==> src/rtl/minimig_autoconfig_chain.sv <==
// Zorro autoconfig daisy chain: presents each enabled slot's config ROM in turn
// and records the base address (or shut-up) that software writes back.
module minimig_autoconfig_chain #(
  parameter int          NUM_BOARDS   = 4,
  parameter logic [15:0] MANUFACTURER = 16'h07DB,
  parameter logic [7:0]  PRODUCT_BASE = 8'h01
) (
  input  logic                    clk,
  input  logic                    reset,
  input  logic                    clk7_en,
  input  logic [7:0]              address_in,
  input  logic [15:0]             data_in,
  input  logic                    rd,
  input  logic                    hwr,
  input  logic                    lwr,
  input  logic                    sel,
  input  logic [NUM_BOARDS-1:0]   board_enable,
  input  logic [NUM_BOARDS-1:0]   board_zorro3,
  input  logic [4*NUM_BOARDS-1:0] board_size,
  output logic [15:0]             data_out,
  output logic [NUM_BOARDS-1:0]   board_configured,
  output logic [NUM_BOARDS-1:0]   board_shutup,
  output logic [8*NUM_BOARDS-1:0] board_base,
  output logic                    autoconfig_done
);

  localparam int IW = $clog2(NUM_BOARDS + 1);
  localparam logic [IW-1:0] LAST = IW'(NUM_BOARDS);

  typedef enum logic [1:0] {INIT, SCAN, PRESENT, DONE} state_t;

  state_t            state, state_next;
  logic [IW-1:0]     index, index_next;
  logic [NUM_BOARDS-1:0] enabled;
  logic              cur_enabled;
  logic              cur_zorro3;
  logic [3:0]        cur_size;
  logic [7:0]        product;
  logic [3:0]        nibble;
  logic [7:0]        config_offset;
  logic              bus_write;
  logic              config_write;
  logic              shutup_write;
  logic              unused_inputs;

  // Reads are answered combinationally; the low data byte and rd carry no meaning here.
  assign unused_inputs = ^{rd, data_in[7:0]};

  always_comb begin
    cur_enabled = 1'b0;
    cur_zorro3  = 1'b0;
    cur_size    = 4'h0;
    for (int i = 0; i < NUM_BOARDS; i++) begin
      if (index == IW'(i)) begin
        cur_enabled = enabled[i];
        cur_zorro3  = board_zorro3[i];
        cur_size    = board_size[4*i +: 4];
      end
    end
  end

  assign product       = PRODUCT_BASE + 8'(index);
  assign config_offset = cur_zorro3 ? 8'h22 : 8'h24;
  assign bus_write     = clk7_en & sel & (hwr | lwr);

  // address_in is a word address, so byte offset N appears here as N/2.
  always_comb begin
    nibble = 4'hF;
    case (address_in)
      8'h00:   nibble = cur_zorro3 ? 4'h8 : 4'hC;
      8'h01:   nibble = cur_size;
      8'h02:   nibble = ~product[7:4];
      8'h03:   nibble = ~product[3:0];
      8'h08:   nibble = ~MANUFACTURER[15:12];
      8'h09:   nibble = ~MANUFACTURER[11:8];
      8'h0A:   nibble = ~MANUFACTURER[7:4];
      8'h0B:   nibble = ~MANUFACTURER[3:0];
      default: nibble = 4'hF;
    endcase
  end

  assign data_out        = (state == PRESENT && sel) ? {nibble, 12'hFFF} : 16'h0000;
  assign autoconfig_done = (state == DONE);

  always_ff @(posedge clk) begin
    if (reset) begin
      state <= INIT;
      index <= '0;
    end else begin
      state <= state_next;
      index <= index_next;
    end
  end

  always_comb begin
    state_next   = state;
    index_next   = index;
    config_write = 1'b0;
    shutup_write = 1'b0;
    case (state)
      INIT: begin
        index_next = '0;
        state_next = SCAN;
      end
      SCAN: begin
        if (index == LAST)
          state_next = DONE;
        else if (cur_enabled)
          state_next = PRESENT;
        else
          index_next = index + 1'b1;
      end
      PRESENT: begin
        if (bus_write && address_in == config_offset)
          config_write = 1'b1;
        else if (bus_write && address_in == 8'h26)
          shutup_write = 1'b1;
        if (config_write || shutup_write) begin
          index_next = index + 1'b1;
          state_next = SCAN;
        end
      end
      DONE:    state_next = DONE;
      default: state_next = INIT;
    endcase
  end

  // Presence flags are frozen at INIT so hot changes cannot disturb a running chain.
  always_ff @(posedge clk) begin
    if (reset) begin
      enabled          <= '0;
      board_configured <= '0;
      board_shutup     <= '0;
      board_base       <= '0;
    end else begin
      if (state == INIT)
        enabled <= board_enable;
      for (int i = 0; i < NUM_BOARDS; i++) begin
        if (index == IW'(i)) begin
          if (config_write) begin
            board_base[8*i +: 8] <= data_in[15:8];
            board_configured[i]  <= 1'b1;
          end
          if (shutup_write)
            board_shutup[i] <= 1'b1;
        end
      end
    end
  end

endmodule

==> config.mk <==
export PLATFORM = sky130hd
export DESIGN_NAME = minimig_autoconfig_chain
export DESIGN_NICKNAME = d
export VERILOG_FILES = /design/src/rtl/minimig_autoconfig_chain.sv
export SDC_FILE = /design/constraint.sdc
export NUM_CORES = 1
export LEC_CHECK = 0
export CAP_MARGIN = 25
export CORE_MARGIN = 1.5
export CORE_UTILIZATION = 43
export CTS_BUF_LIST = sky130_fd_sc_hd__clkbuf_8
export DETAILED_ROUTE_END_ITERATION = 10
export PLACE_DENSITY = 0.82
export SLEW_MARGIN = 20
export SYNTH_ARGS = -nofsm -noshare
export SYNTH_HDL_FRONTEND = slang
export SYNTH_SLANG_ARGS = --single-unit
export TNS_END_PERCENT = 30
==> constraint.sdc <==
create_clock -name clk -period 2.9 [get_ports clk]
set_clock_uncertainty 0.2 [all_clocks]
set_input_delay 0.29 -clock clk [delete_from_list [all_inputs] [get_ports clk]]
set_output_delay 0.29 -clock clk [all_outputs]
set_load 0.005 [all_outputs]
-- Yosys cells after proc, flatten, opt, wreduce, memory -nomap -nowiden
Cells that the tools add are included.
- bits in registers: 49
- bits in latches: 0
- RAM bits: 0
- ROM bits: 0
- output and inout bits: 57
- logic and storage cells: 90
- memories kept: 0
- add/sub/neg operators: 2
- multiply operators: 0
- divide/modulo/power cells: 0
- magnitude comparators: 0
- equality and inequality tests: 19
- shifts and indexed selects: 0
- muxes and demuxes: 31
- bitwise logic cells: 5
- reductions and logical operators: 18
- operator list (kind ; number):
    case mux 4 bit (7 select lines) ; 1
    == test 8 x 4 -> 1 bit (second input constant) ; 3
    AND reduction 2 bit ; 9
    == test 8 x 2 -> 1 bit (second input constant) ; 2
    2-to-1 mux 16 bit ; 1
    2-to-1 mux 4 bit ; 4
    2-to-1 mux 1 bit ; 15
    2-to-1 mux 3 bit ; 5
    case mux 3 bit (3 select lines) ; 1
    == test 8 x 1 -> 1 bit (second input constant) ; 1
    == test 8 x 6 -> 1 bit ; 1
    == test 8 x 6 -> 1 bit (second input constant) ; 1
    logical NOT 8 bit ; 1
    case mux 2 bit (4 select lines) ; 1
    == test 3 x 2 -> 1 bit (second input constant) ; 2
    2-to-1 mux 2 bit ; 3
    adder 1 x 3 -> 4 bit (first input constant) ; 1
    == test 2 bit (second input constant) ; 2
    inequality test 2 bit (second input constant) ; 2
    NOT 1 -> 4 bit (first input constant) ; 1
    NOT 4 bit ; 1
    AND reduction 4 bit ; 1
    adder 3 x 1 -> 3 bit (second input constant) ; 1
    == test 3 x 1 -> 1 bit (second input constant) ; 1
    other kinds (11) ; 14

-- Depth between registers and ports, before layout
- depth after elaboration: 13
- depth in mapped cells: 11

-- Worst setup path after synthesis
No wires, ideal clock.
- path type: flip-flop to flip-flop
- start point: register index[0]
- end point: register index[2]
- setup time: 70 ps
- data arrival time: 2203 ps
- slack: 426 ps
- cell stages (with the launch flop): 10
- buffers on the path: 1
- path through: dfxtp_1 > ha_1 > ha_1 > clkbuf_1 > a211oi_1 > o21ai_0 > a221oi_1 > o22ai_1 > or4b_1 > a21oi_1
- longest elaborated chain between the ends: 13
- ends and longest elaborated chain (element ; line ; text):
    start: declaration ; 33 ; logic [IW-1:0] index, index_next;
    start signal: assignment ; 91 ; index <= index_next;
    logical NOT 3 bit ; 54 ; if (index == IW'(i)) begin
    2-to-1 mux 1 bit (4 in a row) ; 54 ;
    2-to-1 mux 3 bit ; 63 ; assign config_offset = cur_zorro3 ? 8'h22 : 8'h24;
    == test 8 x 6 -> 1 bit ; 114 ; if (bus_write && address_in == config_offset)
    logical AND 1 bit ; 114 ;
    2-to-1 mux 1 bit ; 114 ;
    2-to-1 mux 1 bit ; 100 ; case (state)
    logical OR 1 bit ; 118 ; if (config_write || shutup_write) begin
    inequality test 2 x 1 -> 1 bit (no line) ; -- ;
    AND reduction 4 bit (no line) ; -- ;
Parallel ways exist; a longest one is shown, timed or not. The select of a mux whose other input is x is not followed.
A chain may end at the register's enable or synchronous reset.

-- Worst setup path after layout
- start point: register index[0]
- end point: output port data_out[15]
- longest elaborated chain between the ends: 7
- ends and longest elaborated chain (element ; line ; text):
    logical NOT 3 bit ; 54 ;
    2-to-1 mux 4 bit (4 in a row) ; 54 ;
    case mux 4 bit (7 select lines) (*) ; 69 ; case (address_in)
    2-to-1 mux 16 bit (*) ; 82 ; assign data_out = (state == PRESENT && sel) ? {nibble, 12'hFFF} : 16'h0000;
    end: declaration ; 20 ; output logic [15:0] data_out,
Mark *: on every way between the ends. The rest lies on a longest branch, timed or not.

==> results.sh <==
export IMPL_start_util=0.451
export IMPL_viasPerCell=5.29
export IMPL_power_total_mw=2.04
export IMPL_ys_warn_count=0
export IMPL_dieArea_sq_um=6280
export IMPL_dr_pass1_iters=4
export IMPL_cp_required_ns=2.41
export IMPL_antenna_cells=0
export IMPL_clock_fmax_mhz=360
export IMPL_grt_start_max_net_pins=33
export IMPL_drc=0
export IMPL_timing_slew_headroom=0.526
export IMPL_dp_cells=450
export IMPL_dp_final_hpwl_mm=5.01
export IMPL_whs_path_depth=2
export IMPL_initialDrtViolationCount=202
export IMPL_grt_usage=0.213
export IMPL_wl_per_cell_um=14.7
export IMPL_cts_root_buf="clkbuf_8"
export IMPL_grt_pass1_wl_mm=10.8
export IMPL_finalWeightedCongestion=0.930
export IMPL_yosysSeqAreaShare=0.393
export IMPL_yosysMostFrequentCell="nor2_1"
export IMPL_cp_max_fo=8
export IMPL_synth_avg_cell_area_sq_um=8.71
export IMPL_layout_drive_gt1_share=0.0907
export IMPL_reg2reg_depth=8
export IMPL_pin_count=112
export IMPL_tightest_slew_ns=0.709
export IMPL_outcome="finished clean"
export IMPL_worstSetupPathType="reg2out"
export IMPL_async_flop_share=0
export IMPL_finalSetupViolCount=0
export IMPL_fin_crit_sh=0.957
export IMPL_rsz0062_at_grt="yes"
export IMPL_finalHoldViolCount=0
export IMPL_place_area_sq_um=3600
export IMPL_ant_nets=0
export IMPL_cts_buffer_depth=2
export IMPL_tritoncts="built"
export IMPL_cts_clk_slew_worst_paths_ns=0.10
export IMPL_placementRows=27
export IMPL_power_leakage_nw=1.55
export IMPL_grt_pass1_vias=2342
export IMPL_setup_tns_ns=0
export IMPL_die_width_um=79.2
export IMPL_hp_class="reg2reg"
export IMPL_yosysTopAreaCell="dfxtp_1"
export IMPL_synth_seq_cells=49
export IMPL_crit_path_start_kind="register"
export IMPL_core_area_sq_um=5540
export IMPL_final_cells=458
export IMPL_syn_nets=352
export IMPL_synth_distinct_cells=44
export IMPL_vias=2421
export IMPL_critPathArrivalTime_ns=2.29
export IMPL_area_growth_pct=50.6
export IMPL_min_period_ns=2.78
export IMPL_synth_ff_type="dfxtp_1"
export IMPL_gr_total_overflow=0
export IMPL_vdd_drop_max_uv=371
export IMPL_antenna_found_initial=0
export IMPL_syn_inst=287
export IMPL_synth_edf_count=0
export IMPL_postCtsSetupRepairBufs=0
export IMPL_finalInstanceArea_sq_um=3760
export IMPL_synthTopCellsByArea="dfxtp_1 (39%), mux2i_1 (14%), nor2_1 (8.0%)"
export IMPL_yosys_area_top_type_share=0.393
export IMPL_insertion_delay_ns=0.30
export IMPL_syn_area_sq_um=2500
export IMPL_htreeDepth=2
export IMPL_cts_sinks=49
export IMPL_io_buffers=102
export IMPL_endpoint_kind="primary output"
export IMPL_cts_buffers=5
export IMPL_routed_wl_mm=6.71
export IMPL_synth_common_cells="nor2_1 (53), dfxtp_1 (49), mux2i_1 (36)"
export IMPL_p_per_area_nw_per_um2=541
export IMPL_maxCapViolCount=0
export IMPL_slew_viol_final=0
export IMPL_die_h_um=79.2
export IMPL_layout_nets=450
[kinds of logic after synthesis]
logic type	after synthesis	synth area share
and+or+nand+nor	95	0.175
AOI/OAI and AO/OA	58	0.153
DFF	49	0.393
buffers and inverters	38	0.0821
muxes	36	0.144
adders and majority gates	10	0.0501
xor gates and xnor gates	1	0.00351
[path summary, 6_finish.rpt]
path | startpoint | end | slack, ns
max reg2reg | index[0] | index[2] | 0.25
min reg2reg | board_configured[0] | board_configured[0] | 0.25
max | index[0] | data_out[15] | 0.12
min | board_configured[0] | board_configured[0] | 0.25
[placed cells by master, fill, tap and decap left out, types with 3 or more instances in the layout]
cell type	count
o21ai_0	11
buf_12	3
inv_1	10
o211a_1	3
nand2_1	17
a22oi_1	6
clkbuf_8	6
a211oi_1	3
nor2_1	52
clkdlybuf4s50_1	101
o21ai_1	3
buf_4	13
nor3_1	5
mux2i_1	36
dfxtp_1	47
a21oi_1	15
ha_1	8
[stage by stage]
step	setup slack [ns]	util	hold slack [ns]
2_1_floorplan	0.426	-	0.234
3_3_place_gp	0.117	0.650	0.233
3_5_place_dp	0.0758	0.650	0.242
4_1_cts	0.00793	0.676	0.254
5_1_grt	-0.00282	0.679	0.275
6_report	0.124	0.679	0.254
[power by group]
part           internal (mW)  leakage, nW  switching [mW]
combinational          0.408         1.09           0.378
clock                  0.278       0.0626           0.219
sequential             0.712        0.397          0.0426
[layer usage]
| metal | global-route usage | wire length [um] |
|---|---|---|
| met5 | 0 | 0 |
| met4 | 0.0491 | 82 |
| met3 | 0.0713 | 617 |
| met2 | 0.371 | 3250 |
| met1 | 0.252 | 2760 |
[critical path, cell delays in order (launching register included)]
cell             delay (ns)
dfxtp_4                0.39
ha_1                   0.21
ha_1                   0.22
buf_4                  0.18
nor2_4                 0.11
a22oi_1                0.07
o2bb2ai_1              0.14
a21oi_1                0.14
clkdlybuf4s50_1        0.52
[area by class of cell]
cell class              instances  area [sq um]
fillers                       455          1780
clock inverters                 2          33.8
flip-flops and latches         49           986
clock buffers                   6          82.6
inverters                      11          41.3
repair buffers                118          1180
well taps                      72          90.1
multi-input cells             200          1350
[flip-flops by register name (all words and copies together), names as in the netlist]
register,flops
enabled,4
board_base,32
board_configured,4
state,2
index,3
board_shutup,4
[repair_timing]
| item | 4_1_cts | 5_1_grt |
|---|---|---|
| hold buffers | 0 | 0 |
| resized for setup | 9 | 9 |
| endpoints found under the setup margin | 4 | 4 |
(Power assumes the default switching activity.)
